[config.mk]
export PLATFORM = sky130hd
export DESIGN_NAME = sram_arbiter_flat
export DESIGN_NICKNAME = d
export VERILOG_FILES = /design/src/rtl/sram_arbiter_if.sv /design/src/rtl/sram_arbiter.sv /design/src/flat_wrapper.sv
export SDC_FILE = /design/constraint.sdc
export NUM_CORES = 1
export LEC_CHECK = 0
export CAP_MARGIN = 0
export CORE_AREA = 2 2 224 226
export DETAILED_ROUTE_END_ITERATION = 7
export DIE_AREA = 0 0 226 228
export PLACE_DENSITY_LB_ADDON = 0.15
export RECOVER_POWER = 25
export SYNTH_ARGS = -nofsm -noshare
export SYNTH_HDL_FRONTEND = slang
export SYNTH_SLANG_ARGS = --single-unit
[constraint.sdc]
create_clock -name CLK -period 13.9 [get_ports CLK]
set_input_delay 1.39 -clock CLK [delete_from_list [all_inputs] [get_ports CLK]]
set_output_delay 1.39 -clock CLK [all_outputs]
set_load 0.01 [all_outputs]
[src/rtl/sram_arbiter_if.sv]
// Requester and SRAM-side signals of the SRAM arbiter, bundled as one interface.
// slave = arbiter side; master = requesters, SRAM model and pin logic.
interface sram_arbiter_if #(
  parameter int ADDR_W = 19,
  parameter int DATA_W = 128
);
  logic              wr_req;
  logic [ADDR_W-1:0] wr_addr;
  logic [DATA_W-1:0] wr_data;
  logic              wr_ack;
  logic              rd_req;
  logic [ADDR_W-1:0] rd_addr;
  logic              rd_ack;
  logic [DATA_W-1:0] rd_data;
  logic [ADDR_W-1:0] sram_addr;
  logic [DATA_W-1:0] sram_dout;
  logic [DATA_W-1:0] sram_din;
  logic              sram_ce_n;
  logic              sram_we_n;
  logic              sram_oe_n;
  logic              sram_dq_oe;
  logic              busy;

  modport slave (
    input  wr_req, wr_addr, wr_data, rd_req, rd_addr, sram_din,
    output wr_ack, rd_ack, rd_data, sram_addr, sram_dout,
           sram_ce_n, sram_we_n, sram_oe_n, sram_dq_oe, busy
  );

  modport master (
    output wr_req, wr_addr, wr_data, rd_req, rd_addr, sram_din,
    input  wr_ack, rd_ack, rd_data, sram_addr, sram_dout,
           sram_ce_n, sram_we_n, sram_oe_n, sram_dq_oe, busy
  );
endinterface

[src/rtl/sram_arbiter.sv]
// Round-robin write/read arbiter for the external SRAM; each grant runs a fixed
// CE/WE/OE strobe sequence. Every output is registered.
module sram_arbiter #(
  parameter int ADDR_W = 19,
  parameter int DATA_W = 128,
  parameter int WR_CYC = 2,
  parameter int RD_CYC = 2
) (
  input  logic            CLK,
  input  logic            RST,
  sram_arbiter_if.slave   bus
);

  localparam int MAX_CYC = (WR_CYC > RD_CYC) ? WR_CYC : RD_CYC;
  localparam int CNT_W   = (MAX_CYC > 1) ? $clog2(MAX_CYC) : 1;

  typedef enum logic [1:0] {
    S_IDLE,
    S_WRITE,
    S_READ,
    S_ACK
  } state_e;

  state_e            state_q, state_d;
  logic [CNT_W-1:0]  cnt_q, cnt_d;
  logic              last_wr_q, last_wr_d;
  logic [ADDR_W-1:0] addr_q, addr_d;
  logic [DATA_W-1:0] dout_q, dout_d;
  logic [DATA_W-1:0] rd_data_q, rd_data_d;
  logic              ce_n_q, ce_n_d;
  logic              we_n_q, we_n_d;
  logic              oe_n_q, oe_n_d;
  logic              dq_oe_q, dq_oe_d;
  logic              wr_ack_q, wr_ack_d;
  logic              rd_ack_q, rd_ack_d;
  logic              busy_q, busy_d;

  always_comb begin
    state_d   = state_q;
    cnt_d     = cnt_q;
    last_wr_d = last_wr_q;
    addr_d    = addr_q;
    dout_d    = dout_q;
    rd_data_d = rd_data_q;

    case (state_q)
      S_IDLE: begin
        // Write wins unless both are pending and the write side was served last.
        if (bus.wr_req && (!bus.rd_req || !last_wr_q)) begin
          state_d   = S_WRITE;
          last_wr_d = 1'b1;
          addr_d    = bus.wr_addr;
          dout_d    = bus.wr_data;
          cnt_d     = CNT_W'(WR_CYC - 1);
        end else if (bus.rd_req) begin
          state_d   = S_READ;
          last_wr_d = 1'b0;
          addr_d    = bus.rd_addr;
          cnt_d     = CNT_W'(RD_CYC - 1);
        end
      end
      S_WRITE: begin
        if (cnt_q == '0) state_d = S_ACK;
        else             cnt_d   = cnt_q - CNT_W'(1);
      end
      S_READ: begin
        if (cnt_q == '0) begin
          state_d   = S_ACK;
          rd_data_d = bus.sram_din;
        end else begin
          cnt_d = cnt_q - CNT_W'(1);
        end
      end
      S_ACK:   state_d = S_IDLE;
      default: state_d = S_IDLE;
    endcase

    // Outputs are decoded from the next state so they are registered with it.
    ce_n_d   = !((state_d == S_WRITE) || (state_d == S_READ));
    we_n_d   = (state_d != S_WRITE);
    oe_n_d   = (state_d != S_READ);
    dq_oe_d  = (state_d == S_WRITE) || ((state_q == S_WRITE) && (state_d == S_ACK));
    wr_ack_d = (state_q == S_WRITE) && (state_d == S_ACK);
    rd_ack_d = (state_q == S_READ) && (state_d == S_ACK);
    busy_d   = (state_d != S_IDLE);
  end

  always_ff @(posedge CLK or posedge RST) begin
    if (RST) begin
      state_q   <= S_IDLE;
      cnt_q     <= '0;
      last_wr_q <= 1'b0;
      addr_q    <= '0;
      dout_q    <= '0;
      rd_data_q <= '0;
      ce_n_q    <= 1'b1;
      we_n_q    <= 1'b1;
      oe_n_q    <= 1'b1;
      dq_oe_q   <= 1'b0;
      wr_ack_q  <= 1'b0;
      rd_ack_q  <= 1'b0;
      busy_q    <= 1'b0;
    end else begin
      state_q   <= state_d;
      cnt_q     <= cnt_d;
      last_wr_q <= last_wr_d;
      addr_q    <= addr_d;
      dout_q    <= dout_d;
      rd_data_q <= rd_data_d;
      ce_n_q    <= ce_n_d;
      we_n_q    <= we_n_d;
      oe_n_q    <= oe_n_d;
      dq_oe_q   <= dq_oe_d;
      wr_ack_q  <= wr_ack_d;
      rd_ack_q  <= rd_ack_d;
      busy_q    <= busy_d;
    end
  end

  assign bus.sram_addr  = addr_q;
  assign bus.sram_dout  = dout_q;
  assign bus.rd_data    = rd_data_q;
  assign bus.sram_ce_n  = ce_n_q;
  assign bus.sram_we_n  = we_n_q;
  assign bus.sram_oe_n  = oe_n_q;
  assign bus.sram_dq_oe = dq_oe_q;
  assign bus.wr_ack     = wr_ack_q;
  assign bus.rd_ack     = rd_ack_q;
  assign bus.busy       = busy_q;

endmodule

[src/flat_wrapper.sv]
// flat-port wrapper written by rule: the top's interface ports become plain ports
module sram_arbiter_flat 
#(
  parameter int ADDR_W = 19,
  parameter int DATA_W = 128,
  parameter int WR_CYC = 2,
  parameter int RD_CYC = 2
)
  (CLK, RST, bus_wr_req, bus_wr_addr, bus_wr_data, bus_rd_req, bus_rd_addr, bus_sram_din, bus_wr_ack, bus_rd_ack, bus_rd_data, bus_sram_addr, bus_sram_dout, bus_sram_ce_n, bus_sram_we_n, bus_sram_oe_n, bus_sram_dq_oe, bus_busy);
  sram_arbiter_if #(.ADDR_W(ADDR_W), .DATA_W(DATA_W)) bus_i ();
  input  logic CLK;
  input  logic RST;
  input wire logic [$bits(bus_i.wr_req)-1:0] bus_wr_req;
  input wire logic [$bits(bus_i.wr_addr)-1:0] bus_wr_addr;
  input wire logic [$bits(bus_i.wr_data)-1:0] bus_wr_data;
  input wire logic [$bits(bus_i.rd_req)-1:0] bus_rd_req;
  input wire logic [$bits(bus_i.rd_addr)-1:0] bus_rd_addr;
  input wire logic [$bits(bus_i.sram_din)-1:0] bus_sram_din;
  output wire logic [$bits(bus_i.wr_ack)-1:0] bus_wr_ack;
  output wire logic [$bits(bus_i.rd_ack)-1:0] bus_rd_ack;
  output wire logic [$bits(bus_i.rd_data)-1:0] bus_rd_data;
  output wire logic [$bits(bus_i.sram_addr)-1:0] bus_sram_addr;
  output wire logic [$bits(bus_i.sram_dout)-1:0] bus_sram_dout;
  output wire logic [$bits(bus_i.sram_ce_n)-1:0] bus_sram_ce_n;
  output wire logic [$bits(bus_i.sram_we_n)-1:0] bus_sram_we_n;
  output wire logic [$bits(bus_i.sram_oe_n)-1:0] bus_sram_oe_n;
  output wire logic [$bits(bus_i.sram_dq_oe)-1:0] bus_sram_dq_oe;
  output wire logic [$bits(bus_i.busy)-1:0] bus_busy;
  assign bus_i.wr_req = bus_wr_req;
  assign bus_i.wr_addr = bus_wr_addr;
  assign bus_i.wr_data = bus_wr_data;
  assign bus_i.rd_req = bus_rd_req;
  assign bus_i.rd_addr = bus_rd_addr;
  assign bus_i.sram_din = bus_sram_din;
  assign bus_wr_ack = bus_i.wr_ack;
  assign bus_rd_ack = bus_i.rd_ack;
  assign bus_rd_data = bus_i.rd_data;
  assign bus_sram_addr = bus_i.sram_addr;
  assign bus_sram_dout = bus_i.sram_dout;
  assign bus_sram_ce_n = bus_i.sram_ce_n;
  assign bus_sram_we_n = bus_i.sram_we_n;
  assign bus_sram_oe_n = bus_i.sram_oe_n;
  assign bus_sram_dq_oe = bus_i.sram_dq_oe;
  assign bus_busy = bus_i.busy;
  sram_arbiter #(.ADDR_W(ADDR_W), .DATA_W(DATA_W), .WR_CYC(WR_CYC), .RD_CYC(RD_CYC)) u_core (.CLK(CLK), .RST(RST), .bus(bus_i));
endmodule
======== Word level (Yosys, flattened, before mapping) ========
Cells that the tools add are included.
Widths: inputs -> output; s select.
storage, ports and cells
  register bits after elaboration ......... 286
  input bits .............................. 298
cells by class
  equality and inequality tests ........... 9
  reduce and logical (&&, ||, !) cells .... 18
  muxes and demuxes ....................... 12
  $add $sub $neg .......................... 1
  bitwise gates (word level) .............. 1
operator list
  cell                 number
  $mux 19              2
  $eq 2x2->1 const B   4
  $reduce_and 2->1     4
  $mux 2               3
  $pmux 2 s3           1
  $reduce_bool 2->1    3
  $mux 1               5
  $eq 2x1->1 const B   2
  $logic_and 1x1->1    3
  $logic_not 1->1      3
  $logic_or 1x1->1     3
  $ne 3x2->1 const B   1
  $logic_not 2->1      1
  $ne 2x1->1 const B   1
  $ne 2x2->1 const B   1
  $pmux 1 s2           1
  $reduce_or 2->1      1
  $not 1->1            1
  $sub 1x1->1 const B  1

======== Logic depth before layout (Yosys ltp) ========
  depth after elaboration ................. 8
  gate-level depth with buffers ........... 8
  depth with buffers taken out ............ 7

======== Worst setup path after synthesis ========
Ideal clock, no wire load.
  path type ............................... input port to flip-flop
  from .................................... input bus_wr_req
  to ...................................... register u_core.dq_oe_q, in the netlist u_core.bus.sram_dq_oe
  stages .................................. 7
  arrival time ............................ 2.631 ns
  slack ................................... 11.142 ns
  buffers on the path ..................... 1
  cell sequence ........................... a21bo_2 buf_2 o211ai_1 o21ai_0 ha_1 and2_1 or2_2
on the way
  word-level cells in the longest chain between the ends .. 6
  elaborated cells on any way between the ends .. 7
  those cells by class .................... eq/ne: 2; mux: 2; reduce/logical: 3
RTL lines
  item                   RTL line             text
  start, declared        flat_wrapper.sv:13   input wire logic [$bits(bus_i.wr_req)-1:0] bus_wr_req;
  $logic_and 1x1->1      sram_arbiter.sv:49   if (bus.wr_req && (!bus.rd_req || !last_wr_q)) begin
  $mux 2                 sram_arbiter.sv:49
  $pmux 2 s3             sram_arbiter.sv:46   case (state_q)
  net u_core.state_d[1]  sram_arbiter.sv:24   state_e state_q, state_d;
  $eq 2x2->1             --
  $logic_and 1x1->1      --
  net u_core.wr_ack_d    sram_arbiter.sv:34   logic wr_ack_q, wr_ack_d;
  $logic_or 1x1->1       sram_arbiter.sv:82   dq_oe_d = (state_d == S_WRITE) || ((state_q == S_WRITE) && (state_d == S_ACK));
  net u_core.dq_oe_d     sram_arbiter.sv:33   logic dq_oe_q, dq_oe_d;
  end signal, assigned   sram_arbiter.sv:113  dq_oe_q <= dq_oe_d;
  end, declared          sram_arbiter.sv:33
The timed path passes the listed nets, and every way through them passes these cells.
A chain may end at the register's enable or synchronous reset.

==> summary.txt <==
Status
  – Status: finished, violations left
  – Failing checks: max-capacitance violations, max-slew violations

STA
  – F_max: 164 MHz
  – Tcrit/Tclk final: 43.9%
  – Rel. slew slack: -244%
  – Tmin final: 6.10 ns
  – Worst slew pin tran: 5.13 ns
  – RSZ-0062 raised after global routing: no
  – Final Hold Vio Count: 0
  – Setup violators final: 0
  – Worst Skew: 0.00902 ns
  – Fin Setup TNS: 0 ns
  – Max Transition Viols Final: 144

Die
  – I/O Pins: 580
  – Die height: 228 um
  – Die Wd: 226 um
  – Initial Util: 22.1%
  – Die Area: 0.0515 mm2
  – # rows: 82
  – Core area: 0.0493 mm2

Global route
  – Largest net degree at the start of global routing: 112
  – Initial antenna violation count: 2
  – Vias in the first global route: 8,442
  – Gr usage total: 13.8%
  – Remaining Overflow, GRT: 0
  – First-pass GRT wire length: 53,700 um

Clocking
  – CTS resizes: 0
  – Clock root buffer: clkbuf_16
  – Clk_lat worst skew: 0.53 ns
  – Max Root-Sink Buffers: 3
  – Clock sinks: 286
  – Hold-fix buffer count after cts: 0
  – TritonCTS buffer count: 36
  – Post-CTS Setup Repair Bufs: 0
  – CTS tree: built
  – H-tree levels: 2
  – Clk slew on worst S/H paths: 0.06 ns

Power and ir drop
  – Combinational Power Share: 43.3%
  – Leakage: 7.57 nW
  – PD cells: 231 mW/mm2
  – VDD IR max: 109 uV
  – Total power: 0.00430 W
  – Internal power: 0.00298 W
  – Clk pwr share: 22.6%
  – Switch Pwr: 0.00133 W
  – Net Sw Frac: 30.9%
  – Reg power frac: 34.2%

Worst setup path
  – Most used cell, CP: buf_4
  – CP startpoint kind: input port
  – CP top delay family: buffers and inverters
  – Critical Path Sink Type: asynchronous set/reset pin
  – Critical Path AT: 6.67 ns
  – CP max FO: 111
  – Critical Path RT: 14.48 ns
  – Worst-path cell chain: dlygate4sd3_1, clkinvlp_2, buf_4, buf_4
  – Bufs and invs on worst path: 4
  – Slowest cell on crit path: clkinvlp_2
  – CP peak stage delay: 2.84 ns
  – Kind of critical path: input port to asynchronous set/reset pin

Synthesis
  – Synth Instances: 693
  – Syn nets: 1,000
  – Main area contributors after synthesis: dfrtp_1, mux2_2, mux2_1
  – Syn_area_per_cell: 15.8 um2
  – Yosys top cell area share: 64.8%
  – Seq/Total Area, Yosys: 65.6%
  – Seq cells post-synth: 286
  – Count leader, synth: dfrtp_1
  – Fraction of registers with async set or reset after synthesis: 100%
  – Netlist cell types: 26
  – Synthesized area: 0.0109 mm2
  – Area leader, netlist: dfrtp_1
  – Top cells by count, synth: dfrtp_1, mux2_2, mux2_1, nand2_1
  – Synth Flop Type: dfrtp_1
  – Yosys warns: 0
  – EDFF count, synth: 0

Finish
  – Number of inserted diodes: 0
  – Share of cells above drive strength 1: 16.7%
  – Area grow syn2layout: 70.3%
  – Final net count: 1,587

Detailed routing
  – Initial DRC Count: 250
  – Final wirelength: 36,300 um
  – DRC viols: 0
  – First drt pass iteration count: 4
  – Vias: 7,817
  – WL per Instance: 18.4 um
  – Vias per Instance: 3.96
  – Post-DRT Antenna Nets: 0

Placed design
  – Global placer's final weighted congestion: 0.739
  – Detailed placement HPWL: 26,900 um
  – Port bufs: 579

Hold path
  – Hold Crit Class: flop to flop

Job
  – # Max-Cap Violations: 2
[cell type report]
type                    count  area, um2
well taps                 672        841
flip-flops and latches    286       7160
clock inverters             9        138
fillers                  4776      30800
inverters                   9       35.0
clock buffers              53       1100
repair buffers            586       5850
multi-input cells         361       3480
[state kept, by name, summed over array words and instances (netlist names)]
| register | cells |
|---|---|
| u_core.bus.sram_dq_oe | 1 |
| u_core.cnt_q | 1 |
| u_core.bus.sram_we_n | 1 |
| u_core.bus.wr_ack | 1 |
| u_core.bus.rd_data | 128 |
| u_core.bus.sram_ce_n | 1 |
| u_core.state_q | 2 |
| u_core.bus.sram_dout | 128 |
| u_core.last_wr_q | 1 |
| u_core.bus.rd_ack | 1 |
| u_core.bus.sram_oe_n | 1 |
| u_core.bus.sram_addr | 19 |
| u_core.bus.busy | 1 |
[stage by stage]
| stage | cell area (um2) | utilization, % | instances | setup WS (ns) | hold WS (ns) |
|---|---|---|---|---|---|
| detailed placement | 17400 | 35.2 | 1914 | 9.13 | 0.480 |
| floorplan | 10900 | - | 693 | 4.62 | 0.525 |
| global route | 18600 | 37.7 | 1976 | 6.70 | 0.493 |
| finish | 18600 | 37.7 | 1976 | 7.80 | 0.483 |
| CTS | 18600 | 37.7 | 1976 | 9.73 | 0.493 |
| global placement | 17400 | 35.2 | 1914 | 9.20 | 0.473 |
[power by group through the flow]
| stage | Clock (W) | Sequential (W) | Combinational, W |
|---|---|---|---|
| final | 0.000971 | 0.00147 | 0.00186 |
| after global routing | 0.00104 | 0.00153 | 0.00200 |
| after CTS | 0.00101 | 0.00148 | 0.00195 |
| after detailed placement | 0 | 0.00149 | 0.00195 |
| after global placement | 0 | 0.00148 | 0.00194 |
| after floorplan | 0 | 0.00168 | 0.000609 |
[worst reg2reg max path, cell delays in order (launching register included)]
cell and delay [ns]:
dfrtp_1 0.43, inv_1 0.12, ha_1 0.17, nor2b_1 2.10, buf_4 0.88, mux2_2 0.48
[kinds of logic (layout without fill, tap and decap cells)]
group / after synthesis / in the layout / synth area share (%)
buffers and inverters: 46 / 657 / 2.67
and+or+nand+nor: 64 / 64 / 2.30
adders and majority gates: 9 / 9 / 1.03
AOI/OAI and AO/OA: 30 / 30 / 1.86
DFF: 286 / 286 / 65.6
muxes: 258 / 258 / 26.6
[worst paths after layout]
kind	start	to	slack, ns	cells after the start
max	RST	u_core.bus.sram_dout[55]	7.80	4
min	u_core.bus.sram_dout[88]	u_core.bus.sram_dout[88]	0.48	1
max reg2reg	u_core.state_q[0]	u_core.bus.rd_data[7]	9.61	5
min reg2reg	u_core.bus.sram_dout[88]	u_core.bus.sram_dout[88]	0.48	1
max in group CLK	u_core.state_q[0]	u_core.bus.rd_data[7]	9.61	5
min in group asynchronous	RST	u_core.bus.rd_data[68]	2.89	2
[routing by layer]
layer	track usage (%)	part of all wire, %
met4	4.14	2.2
met3	5.96	11
met1	14.6	36
met5	0	0.074
met2	24.8	51
[cell usage in the layout (no fill, tap or decap), types with 3 or more instances in the layout]
master	synthesis	final
bufinv_16	0	3
o21ai_0	3	3
dfstp_2	3	3
clkbuf_1	4	6
clkinv_2	0	3
mux2_2	147	147
a31oi_1	19	19
clkbuf_16	0	38
nor2_1	20	20
mux2_1	109	109
clkdlybuf4s50_1	0	506
dfrtp_1	283	283
dlygate4sd3_1	0	73
clkbuf_8	0	9
nand2_1	39	38
ha_1	9	9
inv_1	9	8
buf_4	1	7
(Power assumes the default switching activity.)
